**config.mk**
```make
export PLATFORM = sky130hd
export DESIGN_NAME = filter_sched
export DESIGN_NICKNAME = d
export VERILOG_FILES = /design/src/rtl/filter_sched_pkg.sv /design/src/rtl/filter_rr_arb.sv /design/src/rtl/filter_sched.sv
export SDC_FILE = /design/constraint.sdc
export NUM_CORES = 1
export LEC_CHECK = 0
export BUFFER_PORTS_ARGS = -buffer_cell sky130_fd_sc_hd__buf_4
export CORE_MARGIN = 1.5
export CORE_UTILIZATION = 31
export DETAILED_ROUTE_END_ITERATION = 8
export PLACE_DENSITY = 0.55
export SLEW_MARGIN = 20
export SYNTH_ARGS = -nofsm -noshare
export SYNTH_HDL_FRONTEND = slang
export SYNTH_SLANG_ARGS = --single-unit
```
**constraint.sdc**
```tcl
create_clock -name clk -period 2.2 [get_ports clk]
set_clock_uncertainty 0.05 [all_clocks]
set_input_delay 0.33 -clock clk [delete_from_list [all_inputs] [get_ports clk]]
set_output_delay 0.33 -clock clk [all_outputs]
set_load 0.1 [all_outputs]
```
**src/rtl/filter_sched_pkg.sv**
```systemverilog
// Shared types and defaults for the filter scheduler: FSM encoding, counter
// widths, parameter defaults and the two-source round-robin pick rule.
package filter_sched_pkg;

  typedef enum logic [1:0] {
    ST_IDLE  = 2'd0,
    ST_LOAD  = 2'd1,
    ST_BURST = 2'd2,
    ST_WAIT  = 2'd3
  } state_t;

  localparam int FRAME_PIX_DEF = 25;
  localparam int NUM_RES_DEF   = 9;
  localparam int WD_LIMIT_DEF  = 64;

  localparam int PIX_IDX_W = 5;
  localparam int RES_CNT_W = 4;
  localparam int PIX_W     = 8;
  localparam int RES_W     = 16;

  localparam logic SRC0 = 1'b0;
  localparam logic SRC1 = 1'b1;

  // On a tie the source that did not win last time gets the grant.
  function automatic logic rr_pick(input logic req0, input logic req1, input logic last_gnt);
    logic g;
    if (req0 && req1) begin
      g = ~last_gnt;
    end else if (req1) begin
      g = SRC1;
    end else begin
      g = SRC0;
    end
    return g;
  endfunction

endpackage

```
**src/rtl/filter_rr_arb.sv**
```systemverilog
// Two-source round-robin arbiter; remembers the last granted source so a
// tie alternates between sources. Reset leaves source 1 as last winner.
module filter_rr_arb
  import filter_sched_pkg::*;
(
  input  logic clk,
  input  logic rst,
  input  logic req0,
  input  logic req1,
  input  logic take,
  output logic gnt
);

  logic last_r;
  logic gnt_s;

  // Grant decision for the current request pair.
  always_comb begin
    gnt_s = rr_pick(req0, req1, last_r);
  end

  assign gnt = gnt_s;

  // Last-winner history, updated only when the grant is actually taken.
  always_ff @(posedge clk or negedge rst) begin
    if (!rst) begin
      last_r <= SRC1;
    end else if (take) begin
      last_r <= gnt_s;
    end else begin
      last_r <= last_r;
    end
  end

endmodule

```
**src/rtl/filter_sched.sv**
```systemverilog
// Frame scheduler for a 5x5 filter engine: buffers one frame from the granted
// source, bursts it to the engine, then collects results under a watchdog.
module filter_sched
  import filter_sched_pkg::*;
#(
  parameter int FRAME_PIX = FRAME_PIX_DEF,
  parameter int NUM_RES   = NUM_RES_DEF,
  parameter int WD_LIMIT  = WD_LIMIT_DEF
) (
  input  logic             clk,
  input  logic             rst,
  input  logic [PIX_W-1:0] s0_din,
  input  logic [PIX_W-1:0] s1_din,
  input  logic             s0_valid,
  input  logic             s1_valid,
  output logic             s0_ready,
  output logic             s1_ready,
  output logic [PIX_W-1:0] eng_din,
  output logic             eng_valid,
  input  logic             eng_fill_now,
  input  logic [RES_W-1:0] eng_dout,
  input  logic             eng_res_valid,
  output logic [RES_W-1:0] res_data,
  output logic             res_src,
  output logic             res_valid,
  output logic             frame_done,
  output logic             wd_err
);

  localparam int WD_W = $clog2(WD_LIMIT + 1);

  state_t state_r, state_n_s;

  logic                 grant_r, grant_n_s, arb_gnt_s, arb_take_s;
  logic [PIX_IDX_W-1:0] wr_idx_r, rd_idx_r;
  logic                 burst_on_r;
  logic [RES_CNT_W-1:0] res_cnt_r;
  logic [WD_W-1:0]      wd_cnt_r;
  logic [PIX_W-1:0]     pix_mem_r [FRAME_PIX];

  logic             src_valid_s, src_ready_s;
  logic [PIX_W-1:0] src_din_s;
  logic             wr_fire_s, last_wr_s, beat_s, burst_done_s;
  logic             res_take_s, last_res_s, wd_hit_s;

  logic             s0_ready_r, s1_ready_r, eng_valid_r, res_src_r;
  logic             res_valid_r, frame_done_r, wd_err_r;
  logic [PIX_W-1:0] eng_din_r;
  logic [RES_W-1:0] res_data_r;

  logic             s0_ready_n_s, s1_ready_n_s, eng_valid_n_s, res_src_n_s;
  logic             res_valid_n_s, frame_done_n_s, wd_err_n_s;
  logic [PIX_W-1:0] eng_din_n_s;
  logic [RES_W-1:0] res_data_n_s;

  filter_rr_arb u_arb (
    .clk  (clk),
    .rst  (rst),
    .req0 (s0_valid),
    .req1 (s1_valid),
    .take (arb_take_s),
    .gnt  (arb_gnt_s)
  );

  // Event decode shared by the FSM, counters and output logic.
  always_comb begin
    arb_take_s   = (state_r == ST_IDLE) && (s0_valid || s1_valid);
    grant_n_s    = arb_take_s ? arb_gnt_s : grant_r;
    src_valid_s  = grant_r ? s1_valid : s0_valid;
    src_din_s    = grant_r ? s1_din : s0_din;
    src_ready_s  = grant_r ? s1_ready_r : s0_ready_r;
    wr_fire_s    = (state_r == ST_LOAD) && src_ready_s && src_valid_s;
    last_wr_s    = wr_fire_s && (wr_idx_r == PIX_IDX_W'(FRAME_PIX - 1));
    // Once the burst has started it runs to completion regardless of fill_now.
    beat_s       = (state_r == ST_BURST) && (rd_idx_r != PIX_IDX_W'(FRAME_PIX)) &&
                   (burst_on_r || eng_fill_now);
    burst_done_s = (state_r == ST_BURST) && (rd_idx_r == PIX_IDX_W'(FRAME_PIX));
    res_take_s   = (state_r == ST_WAIT) && eng_res_valid;
    last_res_s   = res_take_s && (res_cnt_r == RES_CNT_W'(NUM_RES - 1));
    wd_hit_s     = (state_r == ST_WAIT) && !eng_res_valid &&
                   (wd_cnt_r == WD_W'(WD_LIMIT - 1));
  end

  // FSM state register.
  always_ff @(posedge clk or negedge rst) begin
    if (!rst) begin
      state_r <= ST_IDLE;
    end else begin
      state_r <= state_n_s;
    end
  end

  // FSM next-state logic.
  always_comb begin
    state_n_s = state_r;
    case (state_r)
      ST_IDLE: begin
        if (s0_valid || s1_valid) state_n_s = ST_LOAD;
        else                      state_n_s = ST_IDLE;
      end
      ST_LOAD: begin
        if (last_wr_s) state_n_s = ST_BURST;
        else           state_n_s = ST_LOAD;
      end
      ST_BURST: begin
        if (burst_done_s) state_n_s = ST_WAIT;
        else              state_n_s = ST_BURST;
      end
      ST_WAIT: begin
        if (last_res_s)    state_n_s = ST_IDLE;
        else if (wd_hit_s) state_n_s = ST_IDLE;
        else               state_n_s = ST_WAIT;
      end
      default: state_n_s = ST_IDLE;
    endcase
  end

  // FSM output logic: next values for the registered outputs.
  always_comb begin
    s0_ready_n_s   = (state_n_s == ST_LOAD) && (grant_n_s == SRC0);
    s1_ready_n_s   = (state_n_s == ST_LOAD) && (grant_n_s == SRC1);
    eng_valid_n_s  = beat_s;
    if (beat_s) begin
      eng_din_n_s = pix_mem_r[rd_idx_r];
    end else begin
      eng_din_n_s = {PIX_W{1'b0}};
    end
    res_valid_n_s  = res_take_s;
    if (res_take_s) begin
      res_data_n_s = eng_dout;
      res_src_n_s  = grant_r;
    end else begin
      res_data_n_s = res_data_r;
      res_src_n_s  = res_src_r;
    end
    frame_done_n_s = last_res_s;
    wd_err_n_s     = wd_err_r || wd_hit_s;
  end

  // Registered outputs.
  always_ff @(posedge clk or negedge rst) begin
    if (!rst) begin
      s0_ready_r   <= 1'b0;
      s1_ready_r   <= 1'b0;
      eng_valid_r  <= 1'b0;
      eng_din_r    <= {PIX_W{1'b0}};
      res_valid_r  <= 1'b0;
      res_data_r   <= {RES_W{1'b0}};
      res_src_r    <= 1'b0;
      frame_done_r <= 1'b0;
      wd_err_r     <= 1'b0;
    end else begin
      s0_ready_r   <= s0_ready_n_s;
      s1_ready_r   <= s1_ready_n_s;
      eng_valid_r  <= eng_valid_n_s;
      eng_din_r    <= eng_din_n_s;
      res_valid_r  <= res_valid_n_s;
      res_data_r   <= res_data_n_s;
      res_src_r    <= res_src_n_s;
      frame_done_r <= frame_done_n_s;
      wd_err_r     <= wd_err_n_s;
    end
  end

  // Grant, fill/read indices, result count and watchdog counter.
  always_ff @(posedge clk or negedge rst) begin
    if (!rst) begin
      grant_r    <= 1'b0;
      wr_idx_r   <= {PIX_IDX_W{1'b0}};
      rd_idx_r   <= {PIX_IDX_W{1'b0}};
      burst_on_r <= 1'b0;
      res_cnt_r  <= {RES_CNT_W{1'b0}};
      wd_cnt_r   <= {WD_W{1'b0}};
    end else begin
      grant_r <= grant_n_s;
      if (arb_take_s) begin
        wr_idx_r  <= {PIX_IDX_W{1'b0}};
        res_cnt_r <= {RES_CNT_W{1'b0}};
      end else begin
        if (wr_fire_s) wr_idx_r <= wr_idx_r + PIX_IDX_W'(1);
        else           wr_idx_r <= wr_idx_r;
        if (res_take_s) res_cnt_r <= res_cnt_r + RES_CNT_W'(1);
        else            res_cnt_r <= res_cnt_r;
      end
      if (last_wr_s) begin
        rd_idx_r   <= {PIX_IDX_W{1'b0}};
        burst_on_r <= 1'b0;
      end else if (beat_s) begin
        rd_idx_r   <= rd_idx_r + PIX_IDX_W'(1);
        burst_on_r <= 1'b1;
      end else begin
        rd_idx_r   <= rd_idx_r;
        burst_on_r <= burst_on_r;
      end
      // Zero outside WAIT, so it is already clear on entry; restarts on each result.
      if ((state_r == ST_WAIT) && !eng_res_valid) wd_cnt_r <= wd_cnt_r + WD_W'(1);
      else                                        wd_cnt_r <= {WD_W{1'b0}};
    end
  end

  // Frame buffer; contents are don't-care after reset.
  always_ff @(posedge clk) begin
    if (wr_fire_s) begin
      pix_mem_r[wr_idx_r] <= src_din_s;
    end else begin
      pix_mem_r[wr_idx_r] <= pix_mem_r[wr_idx_r];
    end
  end

  assign s0_ready   = s0_ready_r;
  assign s1_ready   = s1_ready_r;
  assign eng_valid  = eng_valid_r;
  assign eng_din    = eng_din_r;
  assign res_valid  = res_valid_r;
  assign res_data   = res_data_r;
  assign res_src    = res_src_r;
  assign frame_done = frame_done_r;
  assign wd_err     = wd_err_r;

endmodule

```
; ---- Word-level counts from Yosys, hierarchy flattened
; Memories as Yosys holds them, arrays and structs flattened.
; Index checks and enable logic that the tools add are counted.
[totals]
ramBits = 200
latchBits = 0
input_bits = 38
mem_bits_ro = 0
output_inout_bits = 31
memories = 1
reg_bits = 57
[mem_list]
columns = name, depth, word_bits, rd, rd_ports_with_merged_regs, write_ports, line_no
row1 = pix_mem_r, 25, 8, 1, 0, 1, filter_sched.sv:39  ; logic [PIX_W-1:0] pix_mem_r [FRAME_PIX];
[op_classes]
n_mul = 0
bitwise_logic = 3
magnitude_cmp = 0
mux = 26
n_eq_ne = 10
reduce_logical = 23
n_shift = 0
n_addsub = 4
div = 0
[ops]
columns = op, n
row1 = 8-bit two-way mux, 3
row2 = 5-bit two-way mux, 4
row3 = 1-bit logical AND, 14
row4 = 1-bit two-way mux, 12
row5 = "5-bit by 1-bit adder with 5-bit output, second input constant", 2
row6 = "5-bit equality test, second input constant", 2
row7 = 4-bit two-way mux, 2
row8 = 2-bit case mux with 4 select lines, 1
row9 = "7-bit by 1-bit adder with 7-bit output, second input constant", 1
row10 = "7-bit by 6-bit equality test with 1-bit output, second input constant", 1
row11 = 7-bit two-way mux, 1
row12 = 2-bit two-way mux, 3
row13 = 2-bit nonzero test, 3
row14 = "5-bit != test, second input constant", 1
row15 = "4-bit by 1-bit adder with 4-bit output, second input constant", 1
row16 = "2-bit by 1-bit equality test with 1-bit output, second input constant", 2
row17 = "2-bit equality test, second input constant", 2
row18 = "4-bit equality test, second input constant", 1
row19 = 1-bit logical OR, 3
row20 = 2-bit logical NOT, 1
row21 = 1-bit inverter, 2
row22 = 2-bit AND reduction, 1
row23 = 1-bit logical NOT, 1
row24 = 0-bit != test, 1
row25 = 1-bit bitwise OR, 1

; ---- Logic depth before layout (Yosys ltp)
; Gate-level depths: netlist (run 1).
[logic_depth]
depth_word = 8
ltp_mapped = 8
depth_no_buf = 6

; ---- Hierarchy
; A second synthesis (run 1) with hierarchy kept.
[unflattened]
cells_unflattened = 599
area_unflattened_um2 = 10343.7
[modules_own_cells]
columns = module, seq_area_each_um2, cells_each, area_per_inst_um2, instances
row1 = filter_sched, 7407.1, 596, 10291.1, 1
row2 = filter_rr_arb, 26.3, 3, 52.6, 1

; ---- Least setup slack after synthesis (run 1)
; No wires, ideal clock.
[synth_path]
path_kind = flip-flop to flip-flop
startpoint = register s0_ready_r (netlist: s0_ready)
endpoint = memory pix_mem_r[0][0] (enable)
setup_slack_ns = -0.370
required_ns = 1.780
setup_time_ns = 0.370
stages_incl_launch_ff = 5
arrival_ns = 2.150
synth_period_minus_slack_ns = 2.570
n_path_buf = 0
path_cell_list = dfrtp_1 -> nand3b_1 -> a21oi_1 -> nand2_1 -> nor2_1
[synth_via]
elab_chain_cells = 6
elab_cells_between_ends = 8
cone_classes = mux (4) / bitwise (1) / reduce/logical (3)
[synth_lines]
columns = element, line_no
row1 = start: declaration, filter_sched.sv:46  ; logic s0_ready_r, s1_ready_r, eng_valid_r, res_src_r;
row2 = start signal: assignment, filter_sched.sv:153  ; s0_ready_r <= s0_ready_n_s;
row3 = 1-bit two-way mux *, filter_sched.sv:71  ; src_ready_s = grant_r ? s1_ready_r : s0_ready_r;
row4 = 1-bit logical AND * (2 in series), filter_sched.sv:72  ; wr_fire_s = (state_r == ST_LOAD) && src_ready_s && src_valid_s;
row5 = 1-bit two-way mux (on tied branches), "filter_sched.sv:203, filter_sched.sv:206"
row6 = 1-bit two-way mux (not written as such) or 2-bit AND reduction (tied branches), --
row7 = 1-bit bitwise OR (no source line) *, --
row8 = end: declaration, filter_sched.sv:39
; Every way passes the cells marked *; elsewhere a longest branch is shown, timed or not.

; ---- Final worst setup path (run 1)
[layout_path]
startpoint = register rd_idx_r[0]
endpoint = register eng_din_r[2] (netlist: eng_din[2])
[layout_via]
elab_chain_cells = 4
elab_cells_between_ends = 5
cone_classes = eq/ne (1) / mux (1) / reduce/logical (2) / memory (1)
[layout_lines]
columns = element, line_no
row1 = start: declaration, filter_sched.sv:35  ; logic [PIX_IDX_W-1:0] wr_idx_r, rd_idx_r;
row2 = start signal: assignment, filter_sched.sv:170  ; rd_idx_r <= {PIX_IDX_W{1'b0}};
row3 = start signal: assignment, filter_sched.sv:186  ; rd_idx_r <= {PIX_IDX_W{1'b0}};
row4 = start signal: assignment, filter_sched.sv:189  ; rd_idx_r <= rd_idx_r + PIX_IDX_W'(1);
row5 = "parallel branches: the longest is 3 deep, another holds memory read 25 x 8 bit", --
row6 = 8-bit two-way mux *, filter_sched.sv:123  ; if (beat_s) begin
row7 = named net eng_din_n_s[2], filter_sched.sv:53  ; logic [PIX_W-1:0] eng_din_n_s;
row8 = end signal: assignment, filter_sched.sv:146  ; eng_din_r <= {PIX_W{1'b0}};
row9 = end signal: assignment, filter_sched.sv:156  ; eng_din_r <= eng_din_n_s;
row10 = end: declaration, filter_sched.sv:48  ; logic [PIX_W-1:0] eng_din_r;
; Mark *: on every way through the listed nets, which the timed path passes.
; A chain may end at the register's enable or synchronous reset.

==> metrics.txt, run 1 <==
Final HPWL DP around 15 mm; Routed Antenna Nets 0; Setup WS post-layout 0.0860 ns; fillcell total 3016; Yosys top cell area share 58.3%; nets@finish roughly 790; Peak VDD IR between 0.0005 and 0.0006 V; aggregate global routing overflow 0; area leader, netlist edfxtp_1; GP Congestion 0.781; die area 34300 um^2; initial antenna violation count 0; Hold Fails Final Rpt 0; Top FF cell, synth edfxtp_1; Max clock buf depth 3; Net Count, Synth 647; storage element area 7440 um^2; die width 185 um; Final Max Tran Viols 0; Inst Count DP 1133; Place WS 0.111 ns; FMAX 0.473 GHz; total power after layout 12.0 mW; share of layout cells above drive strength 1 about 30%; commonest non-fill, non-tap cell in the layout edfxtp_1; dpl cell area between 10000 and 15000 um^2; CP Capture Type flip-flop; PwrDens 953 nW/um^2; Yosys reg bits 257; Max-Cap Viols 0; clock sink count 257; Die Y 185 um; first-pass GRT wire length 35.5 mm; RSZ-0062 raised after global routing false; design area 12600 um^2; worst hold slack 0.0692 ns; Crit Path Class reg2reg; final setup violation count 0; cell area after synthesis 10300 um^2; Post-Synth XOR/XNOR Area under 10%; final cycle utilization of the critical path 96.1%; H-tree depth 1; CTS Buf Count 27; Residual DRC 0; Final Util 38.7%; starting density of the core 31.6%; clk_lat worst skew 0.52 ns; Area Overhead vs Synth 22.6%; Reg clk slew, reported paths 0.06 ns; Avg Cell Area, Syn 17.2 um^2; largest family of logic cells by synthesized area multiplexers; TNS Setup 0 ns; n_diodes 0; Finished Layout Cells 1199; worst hold path class in2reg; CORE AREA between 30000 and 40000 um^2; mux cell area share after synthesis 13.2%; Synth cell types 52; DRT Pass-1 Iters 5; CP Data Arrival Time approximately 2.5 ns; Slew HR 61.1%; dominant cells by area after synthesis edfxtp_1 (58%), dfrtp_1 (14%), mux4_2 (8.7%); drt wl/cell 19.1 um; leakage power 4.63 nW; ys async rst share around 22%; Setup Fix Bufs, Post-CTS 0; post-synthesis compound-gate area fraction 2.77%; CTS tree built; final WL 23.0 mm; outcome finished, final reports clean; # IOs 69; pin count of the biggest net entering global routing 58; Worst EP required 2.54 ns; Setup crit start kind flip-flop; Final min period between 2 and 2.5 ns; vias in the first global route a little under 6k; Cells after Synth 600; Synth Warn # 0; area occupied by multi-input gates between 2000 and 3000 um^2; Synth Area in Adders 1.09%; root buf cell clkbuf_16; vias per cell 4.67; Vias ~5.6k; register area share after synthesis 72.1%; EDFF count, synth 200; maximum fanout along the worst path 7; Site Rows 66; number of port buffers 68; Slew @ Worst Pin 0.584 ns; Iteration-0 DRC Markers 346; commonest non-fill, non-tap cells in the layout edfxtp_1 (200), buf_4 (113), nand2_1 (69), dfrtp_1 (52), nor2_1 (48); simple-gate share of the synthesized area 7.56%; GRT Util Overall 13.9%
-- worst paths after layout --
| kind | from | endpoint | slack (ns) | cells after the start |
|---|---|---|---|---|
| worst max-delay path | rd_idx_r[0] | eng_din[2] | 0.09 | 5 |
| worst min-delay path | s1_valid | u_arb.last_r | 0.07 | 3 |
| worst max register to register | rd_idx_r[0] | eng_din[2] | 0.09 | 5 |
| worst min register to register | res_data[0] | res_data[0] | 0.43 | 2 |
| max in group asynchronous | rst | u_arb.last_r | 1.49 | 3 |
| min in group asynchronous | rst | res_data[12] | 0.29 | 3 |
-- cell usage after synthesis (5+ instances only) --
cell      count
nor3_1       10
xor2_1        5
nand3b_1      5
nand2_1      69
nor4_1        5
mux2_2       19
nor2_1       48
buf_6         5
a21oi_1       7
buf_2         8
dfrtp_1      56
edfxtp_1    200
o22ai_1      16
o21ai_0      10
clkbuf_1      5
xnor2_1       7
ha_1          9
mux4_1        8
inv_1         9
nand3_1      11
or3_1         5
mux4_2       40
-- state kept, by name, indices dropped and copies added (netlist names), 2 cells and up --
| register | cells |
|---|---|
| wr_idx_r | 5 |
| res_cnt_r | 4 |
| rd_idx_r | 5 |
| pix_mem_r | 200 |
| state_r | 2 |
| eng_din | 8 |
| res_data | 16 |
| wd_cnt_r | 7 |
-- cells by family (layout without fill, tap and decap cells) --
| group | count (synthesis) | in the layout |
|---|---|---|
| flip-flops | 257 | 257 |
| multiplexers | 71 | 71 |
| XOR/XNOR | 12 | 12 |
| adder cells (fa/ha/maj) | 9 | 9 |
| AND/OR/NAND/NOR | 170 | 170 |
| buffers and inverters | 36 | 193 |
| AO/OA/AOI/OAI | 45 | 45 |
-- power by group --
| part | internal (mW) | switching, mW | total, mW |
|---|---|---|---|
| Combinational | 0.742 | 1.27 | 2.01 |
| Sequential | 5.57 | 0.167 | 5.74 |
| Clock | 2.49 | 1.80 | 4.29 |
| Total | 8.81 | 3.24 | 12.0 |
-- layer usage --
metal / vias to the layer above / track usage (%) / share of wire, %
met5: - / 0 / 0
met4: 0 / 4.07 / 1.9
met3: 36 / 2.14 / 4.4
met2: 133 / 23.6 / 50
met1: 2856 / 18.3 / 44
li1: 2578 / - / -
-- critical path, stage by stage (launching register included) --
cell,delay (ns)
dfrtp_4,0.44
buf_4,0.21
mux4_1,0.59
mux2_2,0.30
o22ai_1,0.31
nor3_2,0.08
-- layout make-up --
| type | count | share of cell area (%) |
|---|---|---|
| Timing Repair Buffer | 135 | 8.77 |
| Sequential cell | 257 | 58.9 |
| Tap cell | 442 | 4.38 |
| Multi-Input combinational cell | 307 | 21.0 |
| Clock inverter | 14 | 0.752 |
| Inverter | 10 | 0.297 |
| Clock buffer | 34 | 5.88 |
-- what timing repair did --
item | in CTS | in global routing
hold buffers | 18 | 0
setup endpoints to repair | 0 | 1
hold endpoints to repair | 73 | 0
resized for setup | 0 | 1
(Power assumes the default switching activity.)
==> inputs of run 2 (changes only) <==
--- a/config.mk
+++ b/config.mk
@@ -10,6 +10,7 @@
 export CORE_UTILIZATION = 31
 export DETAILED_ROUTE_END_ITERATION = 8
 export PLACE_DENSITY = 0.55
+export SETUP_SLACK_MARGIN = 0.4
 export SLEW_MARGIN = 20
 export SYNTH_ARGS = -nofsm -noshare
 export SYNTH_HDL_FRONTEND = slang
==> run 2 against run 1 <==
Cell count increased by 2.3%. Final area up 9.6%. Sequential share of layout area decreased by 5.1 points. Die area is the same. Sequential cell count unchanged. Combinational power rose by 34%. Register-to-register slack gained 0.09 ns. Power up 7.6%. Sequential power about the same. Clock power rose by 5.4%. First-iteration DRC count up 6.1%. Critical path depth unchanged. Critical path type unchanged. Critical endpoint is now eng_din[6].
==> metrics.txt, run 2 (synthesis results as in run 1) <==
outcome finished, final reports clean; Max-Cap Viols 0; Worst path max stage delay roughly 0.52 ns; final cycle utilization of the critical path ~90%; FMAX ~0.5 GHz; Vias 5817; vias per cell 4.74; TNS Setup 0 ns; GRT Util Overall 14.9%; Crit-path slowest cell mux4_2; worst hold path class in2reg; die width 185 um; crit path cell chain buf_4 -> bufbuf_16 -> mux4_2 -> o22ai_1 -> nor3_2; Inst Count DP ~1.1k; Reg with most FFs pix_mem_r; CTS Buf Count 26; Final HPWL DP 15.1 mm; GP Congestion 0.764; Residual DRC 0; share of layout cells above drive strength 1 41.7%; aggregate global routing overflow 0; CP Data Arrival Time 2.37 ns; final WL 25.0 mm; Crit path max-delay family multiplexers; Final min period 2.02 ns; Hold Fails Final Rpt 0; pin count of the biggest net entering global routing 38; nets@finish roughly 810; Iteration-0 DRC Markers around 370; H-tree depth 1; Final Max Tran Viols 0; grt met3 use 2.95%; Setup crit start kind flip-flop; die area 34300 um^2; met1 Use GR 20.6%; Area Overhead vs Synth 34.4%; met2 Use GR 24.3%; n_diodes 0; max reg flops 200; Finished Layout Cells between 1k and 1.5k; reg2reg setup slack approximately 0.18 ns; # IOs between 60 and 70; Slew HR 57.7%; first-pass GRT wire length 37.9 mm; commonest non-fill, non-tap cells in the layout edfxtp_1 (200), buf_4 (101), nand2_1 (66), dfrtp_1 (52), mux4_2 (48); PwrDens 936 nW/um^2; Max clock buf depth 3; Buf/Inv on CP 2; final setup violation count 0; drt wl/cell 20.3 um; RSZ-0062 raised after global routing true; clk_lat worst skew 0.52 ns; DRT Pass-1 Iters 5; Die Y 185 um; CTS tree built; leakage power 4.94 nW; initial antenna violation count 0; CP Capture Type flip-flop; busiest grt layer met2; Reg clk slew, reported paths 0.06 ns; clock sink count 257; starting density of the core 31.6%; maximum fanout along the worst path 11; Site Rows 66; Routed Antenna Nets 0; Peak VDD IR 0.000615 V; worst hold slack roughly 0.056 ns; number of port buffers 68; Crit Path Class reg2reg; CORE AREA about 33000 um^2; vias in the first global route 6098; root buf cell clkbuf_16; commonest non-fill, non-tap cell in the layout edfxtp_1; Slew @ Worst Pin 0.635 ns; Worst EP required 2.55 ns
run 2: cell count changes in the layout (fill, tap and decap cells not counted), moves of 8 or more:
| cell | change |
|---|---|
| nor2_4 | +24 |
| mux4_2 | +8 |
| mux4_1 | -8 |
| buf_12 | +26 |
| nor2_1 | -26 |
| o22ai_1 | -9 |
| buf_4 | -12 |
run 2: routing by layer:
metal | part of all wire [%] | wire [um]
met5 | 0 | 0
met4 | 1.8 | 461
met3 | 5.1 | 1270
met2 | 47 | 11800
met1 | 46 | 11400
run 2: path summary, 6_finish.rpt:
kind | start | endpoint | cells past startpoint
setup / recovery | rd_idx_r[0] | eng_din[6] | 5
hold / removal | s0_valid | grant_r | 2
setup reg to reg | rd_idx_r[0] | eng_din[6] | 5
hold reg to reg | res_src | res_src | 2
max in group asynchronous | rst | wr_idx_r[1] | 3
min in group asynchronous | rst | rd_idx_r[4] | 2
run 2: worst reg2reg max path, cell delays in order, from the launching register on:
cell and delay, ns:
dfrtp_4 0.51, buf_4 0.14, bufbuf_16 0.29, mux4_2 0.52, o22ai_1 0.29, nor3_2 0.09
run 2: final cells by class:
cell class | instances | area, um^2
fillers | 2874 | 18800
well taps | 442 | 553
inverters | 10 | 42.5
flip-flops and latches | 257 | 7450
multi-input cells | 308 | 3150
repair buffers | 162 | 1780
clock inverters | 12 | 138
clock buffers | 36 | 749
run 2: per-stage QoR:
step	utilization [%]	area [um^2]	worst slack [ns]	power, mW
final	42.5	13900	0.179	13.0
after global routing	42.5	13900	0.151	13.5
after CTS	41.6	13600	0.223	12.9
after detailed placement	35.7	11600	0.124	8.05
after global placement	35.7	11600	0.138	8.04
after floorplan	-	10600	0.314	7.44
run 2: report_power, final:
part           total, mW  internal, mW  switching (mW)  leakage [nW]
registers           5.76          5.58           0.187          2.55
clock network       4.52          2.73            1.79         0.441
logic               2.69          1.06            1.63          1.95
run 2: repair_timing:
action / in CTS / in global routing
setup endpoints to repair: 211 / 220
hold buffers: 18 / 0
pin swaps: 27 / 30
gates resized for setup: 33 / 32
cloned: 5 / 0
setup buffers: 37 / 14
endpoints found under the hold margin: 52 / 0
==> inputs of run 3 (changes only) <==
--- a/config.mk
+++ b/config.mk
@@ -9,7 +9,9 @@
 export CORE_MARGIN = 1.5
 export CORE_UTILIZATION = 31
 export DETAILED_ROUTE_END_ITERATION = 8
+export MAX_ROUTING_LAYER = met4
 export PLACE_DENSITY = 0.55
+export REMOVE_ABC_BUFFERS = 1
 export SETUP_SLACK_MARGIN = 0.4
 export SLEW_MARGIN = 20
 export SYNTH_ARGS = -nofsm -noshare
==> run 3 against run 2 <==
Sequential share of layout area is 0.32 points higher. Hold slack gained 0.028 ns. Routed wire length shrank 0.72%. Largest cell class unchanged. Cell count unchanged. Clock power is 0.9% higher. Critical endpoint is now eng_din[2]. Critical path depth grew 1. Core utilization shrank 0.28 points. Sequential power barely moved.
==> metrics.txt, run 3 (synthesis results as in run 1) <==
clock group share of total power between 30% and 40%; Crit Path Class reg2reg; outcome finished, final reports clean; CTS tree built; FMAX about 0.51 GHz; leakage power 4.97 nW; drt wl/cell 20.2 um; clock sink count 257; Peak VDD IR 0.000727 V; pin count of the biggest net entering global routing 51; Site Rows 66; Sw Ratio 28.3%; CTS Buf Count 27; Area Overhead vs Synth 33.5%; commonest non-fill, non-tap cell in the layout edfxtp_1; Crit path max-delay family multiplexers; final cycle utilization of the critical path 89.4%; Routed Antenna Nets 0; final WL about 25 mm; worst hold path class in2reg; maximum fanout along the worst path 8; Max clock buf depth 3; root buf cell clkbuf_16; final setup violation count 0; Final HPWL DP about 15 mm; clk_lat worst skew about 0.53 ns; starting density of the core 31.6%; Reg with most FFs pix_mem_r; Reg clk slew, reported paths 0.06 ns; Int Pwr 9.37 mW; max reg flops 200; Worst EP required 2.57 ns; H-tree depth 1; Setup crit start kind flip-flop; vias per cell 4.79; die width approximately 190 um; GP Congestion 0.798; GRT Util Overall 15.1%; Finished Layout Cells 1227; vias in the first global route 6116; Switch Pwr 3.70 mW; logic gate share of total power 21.0%; Slew HR 54.5%; Iteration-0 DRC Markers slightly below 400; Place WS 0.131 ns; Crit-path slowest cell mux4_2; CP Capture Type flip-flop; Final min period 1.97 ns; aggregate global routing overflow 0; PwrDens 949 nW/um^2; Residual DRC 0; Die Y between 150 and 200 um; Buf/Inv on CP 2; Sequential Power Share roughly 44%; worst hold slack 0.0842 ns; Max-Cap Viols 0; total power after layout 13.1 mW; Hold Fails Final Rpt 0; die area between 30000 and 40000 um^2; CP Data Arrival Time 2.33 ns; DRT Pass-1 Iters 4; initial antenna violation count 1; # IOs about 70; crit path cell chain buf_12 -> buf_16 -> mux4_2 -> mux2_4 -> o22ai_2 -> nor3_2; Vias 5879; Final Max Tran Viols 0; Inst Count DP about 1.1k; nets@finish 811; Worst path max stage delay between 0.5 and 0.6 ns; share of layout cells above drive strength 1 39.8%; commonest non-fill, non-tap cells in the layout edfxtp_1 (200), buf_4 (93), nand2_1 (66), dfrtp_1 (53), mux4_2 (45); RSZ-0062 raised after global routing true; CORE AREA 32600 um^2; first-pass GRT wire length roughly 37 mm; Setup WS post-layout 0.233 ns; Slew @ Worst Pin 0.682 ns; number of port buffers approximately 70
run 3: cell types whose count changed in the layout (fill, tap and decap cells not counted), sizes merged:
cell	delta
clkinv	+5
clkbuf	-4
buf	-2
bufbuf	-1
bufinv	+1
clkinvlp	-1
diode	+1
inv	+1
run 3: worst min-delay path: stages:
cell and delay [ns]:
buf_4 0.13, a21oi_1 0.14, a31oi_1 0.06
run 3: cell type report:
type,instances,area [um^2]
clock buffer,31,691
fill,2843,18900
multi-input combinational,308,3150
sequential,257,7440
clock inverter,18,189
timing repair buffer,160,1700
tap,442,553
inverter,10,37.5
antenna,1,2.50
run 3: per-layer routing:
metal	vias to the layer above	GRT usage [%]	share of wire (%)
li1	2646	-	-
met1	3006	18.7	41
met2	176	24.9	50
met5	-	-	0
met4	0	5.95	3.8
met3	51	2.20	4.9
run 3: what timing repair did:
action                     CTS  global route
setup endpoints to repair  202           215
cloned                       5             2
hold buffers                18             0
buffers inserted            17             5
gates resized for setup     92            76
pin swaps                    8            28
hold endpoints to repair    66             0
run 3: power groups by stage:
stage | Sequential (mW) | Combinational, mW | Clock [mW]
floorplan | 6.26 | 0.868 | 0
global placement | 5.84 | 2.04 | 0
detailed placement | 5.84 | 2.04 | 0
CTS | 5.75 | 2.52 | 4.65
global route | 5.79 | 2.92 | 4.83
finish | 5.76 | 2.75 | 4.56
run 3: final timing paths:
path	start	end	slack (ns)	cells after the start
setup / recovery	rd_idx_r[0]	eng_din[2]	0.23	6
hold / removal	s1_valid	u_arb.last_r	0.08	3
setup reg to reg	rd_idx_r[0]	eng_din[2]	0.23	6
hold reg to reg	res_data[15]	res_data[15]	0.42	2
max in group asynchronous	rst	eng_din[0]	1.16	3
min in group asynchronous	rst	res_data[13]	0.31	2
run 3: through the flow:
stage	setup TNS [ns]	util (%)	instance area, um^2
2_1_floorplan	-108.49	-	10100
3_3_place_gp	0	35.5	11600
3_5_place_dp	0	35.5	11600
4_1_cts	0	40.9	13300
5_1_grt	0	42.2	13800
6_report	0	42.2	13800
